==> src/rtl/dmem_arb_pkg.sv <==
// Shared types for the data-memory arbiter: port identifiers, the read tag
// carried alongside each RAM read, and the default RAM read latency.
package dmem_arb_pkg;

  typedef enum logic {
    PORT_CORE = 1'b0,
    PORT_HOST = 1'b1
  } port_t;

  typedef struct packed {
    logic  valid;
    port_t port;
    logic  err;
  } rd_tag_t;

  localparam int DMEM_RD_LATENCY_DEFAULT = 2;

endpackage

==> src/rtl/dmem_rd_tag_pipe.sv <==
// Read tag pipeline: RD_LATENCY-deep shift register of rd_tag_t that travels
// in lockstep with the RAM read path, so the tail entry lines up with douta.
// Cleared asynchronously together with the RAM output registers.
module dmem_rd_tag_pipe
  import dmem_arb_pkg::*;
#(
  parameter int RD_LATENCY = DMEM_RD_LATENCY_DEFAULT
) (
  input  logic    clk,
  input  logic    rst,
  input  rd_tag_t tag_head,
  output rd_tag_t tag_tail,
  output logic    busy
);

  rd_tag_t stage [RD_LATENCY];

  // Shift the tag chain one stage per clock; reset drops every in-flight tag.
  always_ff @(posedge clk or posedge rst) begin
    if (rst) begin
      for (int i = 0; i < RD_LATENCY; i++) stage[i] <= '0;
    end else begin
      stage[0] <= tag_head;
      for (int i = 1; i < RD_LATENCY; i++) stage[i] <= stage[i-1];
    end
  end

  // Busy whenever any stage holds a read that still owes a response.
  always_comb begin
    busy = 1'b0;
    for (int i = 0; i < RD_LATENCY; i++) busy = busy | stage[i].valid;
  end

  assign tag_tail = stage[RD_LATENCY-1];

endmodule

==> src/rtl/dmem_arbiter.sv <==
// Core/host arbiter in front of the single-port data BRAM.
// Build option: define DMEM_ARB_RR_EN for round-robin on contention;
// left undefined, the core always wins contention (host may starve).
// The RAM's rsta must be tied to rst_in so douta and the tag pipe clear together.
module dmem_arbiter
  import dmem_arb_pkg::*;
#(
  parameter int ADDR_W     = 12,
  parameter int DATA_W     = 32,
  parameter int RD_LATENCY = DMEM_RD_LATENCY_DEFAULT
) (
  input  logic              clk_100mhz,
  input  logic              rst_in,
  input  logic              core_req_in,
  input  logic              core_we_in,
  input  logic [31:0]       core_addr_in,
  input  logic [DATA_W-1:0] core_wdata_in,
  output logic              core_gnt_out,
  output logic              core_rvalid_out,
  output logic [DATA_W-1:0] core_rdata_out,
  output logic              core_err_out,
  input  logic              host_req_in,
  input  logic              host_we_in,
  input  logic [31:0]       host_addr_in,
  input  logic [DATA_W-1:0] host_wdata_in,
  output logic              host_gnt_out,
  output logic              host_rvalid_out,
  output logic [DATA_W-1:0] host_rdata_out,
  output logic              host_err_out,
  output logic [ADDR_W-1:0] ram_addr_out,
  output logic [DATA_W-1:0] ram_din_out,
  output logic              ram_we_out,
  input  logic [DATA_W-1:0] ram_dout_in,
  output logic              busy_out
);

  port_t             last_gnt;
  logic              grant_core;
  logic              grant_host;
  logic              granted;
  logic              sel_we;
  logic [31:0]       sel_addr;
  logic [DATA_W-1:0] sel_wdata;
  logic              misaligned;
  logic [ADDR_W-1:0] addr_hold;
  rd_tag_t           tag_head;
  rd_tag_t           tag_tail;
  logic              unused_addr_bits;

  // Grant decision; gated by reset so no grant is visible while held in reset.
  always_comb begin
    grant_core = 1'b0;
    grant_host = 1'b0;
    if (!rst_in) begin
      if (core_req_in && host_req_in) begin
`ifdef DMEM_ARB_RR_EN
        if (last_gnt == PORT_HOST) grant_core = 1'b1;
        else                       grant_host = 1'b1;
`else
        grant_core = 1'b1;
`endif
      end else begin
        grant_core = core_req_in;
        grant_host = host_req_in;
      end
    end
  end

  assign granted   = grant_core | grant_host;
  assign sel_we    = grant_host ? host_we_in    : core_we_in;
  assign sel_addr  = grant_host ? host_addr_in  : core_addr_in;
  assign sel_wdata = grant_host ? host_wdata_in : core_wdata_in;
  assign misaligned = (sel_addr[1:0] != 2'b00);
  assign unused_addr_bits = ^sel_addr[31:ADDR_W+2];

  assign core_gnt_out = grant_core;
  assign host_gnt_out = grant_host;
  // Misaligned stores are accepted but never reach the array.
  assign ram_we_out   = granted & sel_we & ~misaligned;
  assign ram_addr_out = granted ? sel_addr[ADDR_W+1:2] : addr_hold;
  assign ram_din_out  = granted ? sel_wdata : '0;

  // Remember the last granted port and RAM address across idle cycles.
  always_ff @(posedge clk_100mhz or posedge rst_in) begin
    if (rst_in) begin
      last_gnt  <= PORT_HOST;
      addr_hold <= '0;
    end else if (granted) begin
      last_gnt  <= grant_host ? PORT_HOST : PORT_CORE;
      addr_hold <= sel_addr[ADDR_W+1:2];
    end
  end

  // Only loads and misaligned accesses owe a response; aligned stores are silent.
  always_comb begin
    tag_head       = '0;
    tag_head.valid = granted & (~sel_we | misaligned);
    tag_head.port  = grant_host ? PORT_HOST : PORT_CORE;
    tag_head.err   = misaligned;
  end

  dmem_rd_tag_pipe #(
    .RD_LATENCY (RD_LATENCY)
  ) u_tag_pipe (
    .clk      (clk_100mhz),
    .rst      (rst_in),
    .tag_head (tag_head),
    .tag_tail (tag_tail),
    .busy     (busy_out)
  );

  assign core_rvalid_out = tag_tail.valid & (tag_tail.port == PORT_CORE);
  assign host_rvalid_out = tag_tail.valid & (tag_tail.port == PORT_HOST);
  assign core_err_out    = core_rvalid_out & tag_tail.err;
  assign host_err_out    = host_rvalid_out & tag_tail.err;
  assign core_rdata_out  = (core_rvalid_out && !tag_tail.err) ? ram_dout_in : '0;
  assign host_rdata_out  = (host_rvalid_out && !tag_tail.err) ? ram_dout_in : '0;

endmodule

==> config.mk <==
export PLATFORM = sky130hd
export DESIGN_NAME = dmem_arbiter
export DESIGN_NICKNAME = d
export VERILOG_FILES = /design/src/rtl/dmem_arb_pkg.sv /design/src/rtl/dmem_rd_tag_pipe.sv /design/src/rtl/dmem_arbiter.sv
export SDC_FILE = /design/constraint.sdc
export NUM_CORES = 1
export LEC_CHECK = 0
export CAP_MARGIN = 10
export CORE_AREA = 4 4 107 109
export DETAILED_ROUTE_END_ITERATION = 10
export DIE_AREA = 0 0 111 113
export GPL_TIMING_DRIVEN = 0
export PLACE_DENSITY_LB_ADDON = 0.25
export SETUP_SLACK_MARGIN = 0.02
export SYNTH_ARGS = -nofsm -noshare
export SYNTH_HDL_FRONTEND = slang
export SYNTH_HIERARCHICAL = 1
export SYNTH_SLANG_ARGS = --single-unit
==> constraint.sdc <==
create_clock -name clk_100mhz -period 1.57 [get_ports clk_100mhz]
set_clock_uncertainty 0.1 [all_clocks]
set_input_delay 0.157 -clock clk_100mhz [delete_from_list [all_inputs] [get_ports clk_100mhz]]
set_output_delay 0.157 -clock clk_100mhz [all_outputs]
set_load 0.01 [all_outputs]
## Yosys cells after proc, flatten, opt, wreduce, memory -nomap -nowiden

Cells that the tools add are included.
Widths: inputs -> output; s select.

| word-level totals | value |
|---|---|
| register bits after elaboration | 18 |
| bits in latches | 0 |
| memory bits (writable) | 0 |
| bits in read-only memories | 0 |
| input bits | 166 |
| output and inout port bits | 116 |
| memories kept | 0 |

| operators by class | value |
|---|---|
| add/subtract/negate cells | 0 |
| multipliers | 0 |
| div/mod/pow operators | 0 |
| magnitude comparators | 0 |
| equal/unequal tests | 0 |
| shift-type cells | 0 |
| muxes and demuxes | 12 |
| bitwise operators | 13 |
| reductions and logical operators | 5 |

Operator list:

| cell | number |
|---|---|
| $mux 32 | 4 |
| $mux 14 | 1 |
| $mux 12 | 1 |
| $and 1x1->1 | 7 |
| $mux 1 | 6 |
| $logic_and 1x1->1 | 3 |
| $not 1->1 | 3 |
| $or 1x1->1 | 3 |
| $reduce_bool 2->1 | 1 |
| $logic_not 1->1 | 1 |

## Logic depth before layout (Yosys ltp)

| depth | value |
|---|---|
| depth after elaboration | 7 |
| gate-level depth with buffers | 6 |
| mapped depth without buffers | 3 |

## Cells and area by module

Netlist, hierarchy kept.

Modules (own cells, without submodules):

| module | times used | cells an instance | area an instance (µm²) |
|---|---|---|---|
| dmem_arbiter | 1 | 231 | 1930.6 |
| dmem_rd_tag_pipe | 1 | 11 | 182.7 |

## Worst setup path before layout

Ideal clock, no wire load.

| path | value |
|---|---|
| path kind | register to output |
| start point | register u_tag_pipe.stage (netlist bit u_tag_pipe/tag_tail[1]) |
| end point | output host_rdata_out[10] |
| arrival | 1.163 ns |
| setup slack | 0.150 ns |
| cell stages (with the launch flop) | 6 |
| cell sequence | dfrtp_1 buf_4 and2_1 and2b_1 buf_2 and2_1 |

| between the ends | value |
|---|---|
| word-level cells in the longest chain between the ends | 3 |

Ends and longest elaborated chain:

| element | RTL line | RTL |
|---|---|---|
| start: declaration | dmem_rd_tag_pipe.sv:16 | `rd_tag_t stage [RD_LATENCY];` |
| $and 1x1->1 | dmem_arbiter.sv:113 | `assign host_rvalid_out = tag_tail.valid & (tag_tail.port == PORT_HOST);` |
| via host_rvalid_out | dmem_arbiter.sv:27 | `output logic host_rvalid_out,` |
| $logic_and 1x1->1 | dmem_arbiter.sv:117 | `assign host_rdata_out = (host_rvalid_out && !tag_tail.err) ? ram_dout_in : '0;` |
| $mux 32 | dmem_arbiter.sv:117 |  |
| end: declaration | dmem_arbiter.sv:28 | `output logic [DATA_W-1:0] host_rdata_out,` |

The timed path passes the listed nets, and every way through them passes these cells.

## Worst setup path after layout

| path | value |
|---|---|
| start point | register u_tag_pipe.stage (netlist bit u_tag_pipe/tag_tail[1]) |
| end point | output host_rdata_out[16] |

| between the ends | value |
|---|---|
| word-level cells in the longest chain between the ends | 3 |

Ends and longest elaborated chain:

| element | RTL line |
|---|---|
| $and 1x1->1 | dmem_arbiter.sv:113 |
| $logic_and 1x1->1 | dmem_arbiter.sv:117 |
| $mux 32 | dmem_arbiter.sv:117 |

Every way passes these cells.

==> impl_metrics.sql <==
INSERT INTO impl_metrics (metric_group, metric, value, unit) VALUES
('finish', 'finish.net_count', '665', ''),
('status', 'run_status', 'finished with violations', ''),
('setup_path', 'timing.critical_path.fanout_max', '8', ''),
('timing', 'report.final.hold_viol_count', '0', ''),
('clock_network', 'numCtsBuffers', '3', ''),
('clock_network', 'root_buffer', 'sky130_fd_sc_hd__clkbuf_8', ''),
('finish', 'num-fill-cells', '1067', ''),
('setup_path', 'critPathKind', 'register to output pin', ''),
('yosys', 'synth_fp_nets', '408', ''),
('clock_network', 'clkSinkCount', '18', ''),
('yosys', 'yosys_warnings', '6', ''),
('timing', 'setup_viol', '62', ''),
('clock_network', 'clk_pin_slew', '0.07', 'ns'),
('timing', 'final_max_slew_violation_count', '0', ''),
('placement', 'place_congestion', '0.805', ''),
('yosys', 'synth_largest_area_cell', 'sky130_fd_sc_hd__dfrtp_1', ''),
('setup_path', 'required', '1.31', 'ns'),
('finish', 'multi_input_comb_area', '1670', 'um^2'),
('die', 'chipHeight', '113', 'um'),
('finish', 'antenna-diode-count', '0', ''),
('yosys', 'syn_inst', '242', ''),
('finish', 'most-common-layout-cells', '127 x sky130_fd_sc_hd__clkdlybuf4s50_1, 72 x sky130_fd_sc_hd__buf_6, 58 x sky130_fd_sc_hd__and2_4', ''),
('placement', 'portBuffers', '244', ''),
('die', 'coreArea', '10600', 'um^2'),
('routing', 'ant_nets', '0', ''),
('timing', 'transition_at_the_pin_with_the_smallest_max_transition_slack', '0.647', 'ns'),
('yosys', 'postSynthRegisterBits', '18', ''),
('pwr', 'power.total', '2.02', 'mW'),
('yosys', 'sequential_area_share_after_synthesis', '0.213', ''),
('min_path', 'holdCritPathClass', 'input pin to register', ''),
('die', 'dieWidth', '111', 'um'),
('routing', 'wire_per_inst', '16.6', 'um'),
('yosys', 'top_area_cell_type_share_of_the_netlist_area', '0.213', ''),
('setup_path', 'timing.critical_path.from_type', 'register', ''),
('yosys', 'netlist_top_cells_area', 'sky130_fd_sc_hd__dfrtp_1 21%, sky130_fd_sc_hd__and2_1 20%, sky130_fd_sc_hd__a22oi_2 18%, sky130_fd_sc_hd__nor2_2 8.3%, sky130_fd_sc_hd__o22ai_2 5.9%', ''),
('routing', 'routed-via-count', '2720', ''),
('timing', 'max_slew_margin', '0.567', ''),
('clock_network', 'clockBufferDepth', '2', ''),
('timing', 'fmax', '577', 'MHz'),
('status', 'failing_checks', 'negative setup slack', ''),
('yosys', 'synthDistinctLibCells', '27', ''),
('pwr', 'seq_power_share', '0.273', ''),
('timing', 'timing.setup.tns', '-7.35', 'ns'),
('placement', 'dp_hpwl', '8340', 'um'),
('routing', 'drt-total-wl', '10600', 'um'),
('global_routing', 'grt_antenna_before_repair', '0', ''),
('pwr', 'total_leakage_power', '2.17', 'nW'),
('pwr', 'worst_ir_drop_vdd', '0.409', 'mV'),
('global_routing', 'grt_usage', '0.154', ''),
('clock_network', 'clock_insertion_delay_worst_skew', '0.25', 'ns'),
('pwr', 'power.switching', '0.644', 'mW'),
('setup_path', 'slowest_delay', '0.42', 'ns'),
('timing', 'rsz0062_at_grt', 'yes', ''),
('global_routing', 'grt_pass1_wl', '15900', 'um'),
('setup_path', 'worst-endpoint-arrival', '1.48', 'ns'),
('timing', 'setup_ws', '-0.163', 'ns'),
('pwr', 'power_per_cell_area', '404', 'nW/um^2'),
('routing', 'via_per_instance_ratio', '4.26', ''),
('yosys', 'avgSynthCellArea', '8.73', 'um^2'),
('die', 'floorplan.rows', '38', ''),
('die', 'initial_utilization', '0.199', ''),
('finish', 'regArea', '450', 'um^2'),
('global_routing', 'gr-total-overflow', '0', ''),
('pwr', 'power_switching_share', '0.318', ''),
('pwr', 'comb_power_share', '0.532', ''),
('finish', 'area_growth_syn_to_layout', '137', '%'),
('die', 'io_pins', '282', ''),
('pwr', 'cellInternalPower', '1.38', 'mW'),
('global_routing', 'first_global_vias', '2864', ''),
('finish', 'share_of_post_route_cells_with_drive_strength_above_1', '0.586', ''),
('routing', 'firstDrtPassIters', '4', '');
power groups by stage:
stage	combinational, mW	clock (mW)	sequential, mW
floorplan	0.428	0	0.553
global placement	1.08	0	0.557
detailed placement	1.08	0	0.560
CTS	1.08	0.413	0.552
global route	1.16	0.432	0.561
finish	1.08	0.394	0.554
what timing repair did:
| action | CTS | global route |
|---|---|---|
| gates cloned | 6 | 0 |
| hold endpoints to repair | 18 | 0 |
| hold buffers | 2 | 0 |
| resized for setup | 450 | 122 |
| pin swaps | 58 | 5 |
| buffers inserted | 0 | 3 |
| endpoints found under the setup margin | 116 | 107 |
final timing paths:
kind	from	endpoint	slack, ns	depth (start not counted)
max reg2reg	addr_hold[10]	addr_hold[10]	0.65	3
min	core_req_in	u_tag_pipe/stage[4]	0.19	3
min in group asynchronous	rst_in	u_tag_pipe/stage[5]	0.39	3
max in group asynchronous	rst_in	addr_hold[2]	0.18	4
max	u_tag_pipe/tag_tail[1]	host_rdata_out[16]	-0.16	5
min reg2reg	u_tag_pipe/stage[4]	u_tag_pipe/tag_tail[1]	0.25	0
per-stage QoR:
step                hold WS (ns)  cell area, um^2  instances  utilization
floorplan                 -0.152             2110        242            -
global placement           0.234             4730        626        0.446
detailed placement         0.235             4730        626        0.446
CTS                        0.184             4900        637        0.462
global route               0.202             5010        638        0.473
finish                     0.187             5010        638        0.473
sequential cells by signal (all words and copies together), names as in the netlist:
name	flops
addr_hold	12
u_tag_pipe/stage	3
u_tag_pipe/tag_tail	3
synth_stat cells:
master and instances:
sky130_fd_sc_hd__and2b_1 2, sky130_fd_sc_hd__buf_2 16, sky130_fd_sc_hd__nor2_1 19, sky130_fd_sc_hd__a22o_1 1, sky130_fd_sc_hd__inv_1 3, sky130_fd_sc_hd__a22oi_2 30
sky130_fd_sc_hd__o22ai_1 2, sky130_fd_sc_hd__nand2b_2 1, sky130_fd_sc_hd__mux2i_1 1, sky130_fd_sc_hd__buf_6 2, sky130_fd_sc_hd__and3_1 1, sky130_fd_sc_hd__and2_1 66
sky130_fd_sc_hd__o32ai_1 1, sky130_fd_sc_hd__buf_8 3, sky130_fd_sc_hd__a22oi_1 2, sky130_fd_sc_hd__nor2b_2 1, sky130_fd_sc_hd__nand2_1 2, sky130_fd_sc_hd__nor2_2 28
sky130_fd_sc_hd__or2_4 1, sky130_fd_sc_hd__buf_4 5, sky130_fd_sc_hd__nor3_2 10, sky130_fd_sc_hd__dfrtp_1 18, sky130_fd_sc_hd__or2_1 1, sky130_fd_sc_hd__nand2b_4 1
sky130_fd_sc_hd__nor3_1 14, sky130_fd_sc_hd__nor2b_1 1, sky130_fd_sc_hd__o22ai_2 10
routing by layer:
metal	up-vias	global-route usage	wire (um)
met5	-	0	0
met4	0	0.0107	23
met3	2	0.0374	754
met2	125	0.297	5680
met1	1256	0.179	4110
li1	1337	-	-
critical path, delay by kind of cell, from the launching register on:
| family | cells | cell delay [ns] |
|---|---|---|
| buffers and inverters | 2 | 0.28 |
| DFF | 1 | 0.42 |
| and+or+nand+nor | 3 | 0.52 |
logic make-up after synthesis:
kind of cell,count (synthesis),synth area share
compound gates,46,0.258
buf+inv,29,0.0930
flops,18,0.213
mux,1,0.00474
simple gates,148,0.431
area by class of cell:
type | instances | share of cell area
multi-input combinational | 195 | 0.333
clock buffer | 4 | 0.0110
sequential | 18 | 0.0899
timing repair buffer | 255 | 0.477
tap | 140 | 0.0349
inverter | 3 | 0.00225
buffer | 23 | 0.0517
No activity file was read; power rests on OpenSTA's default activity.
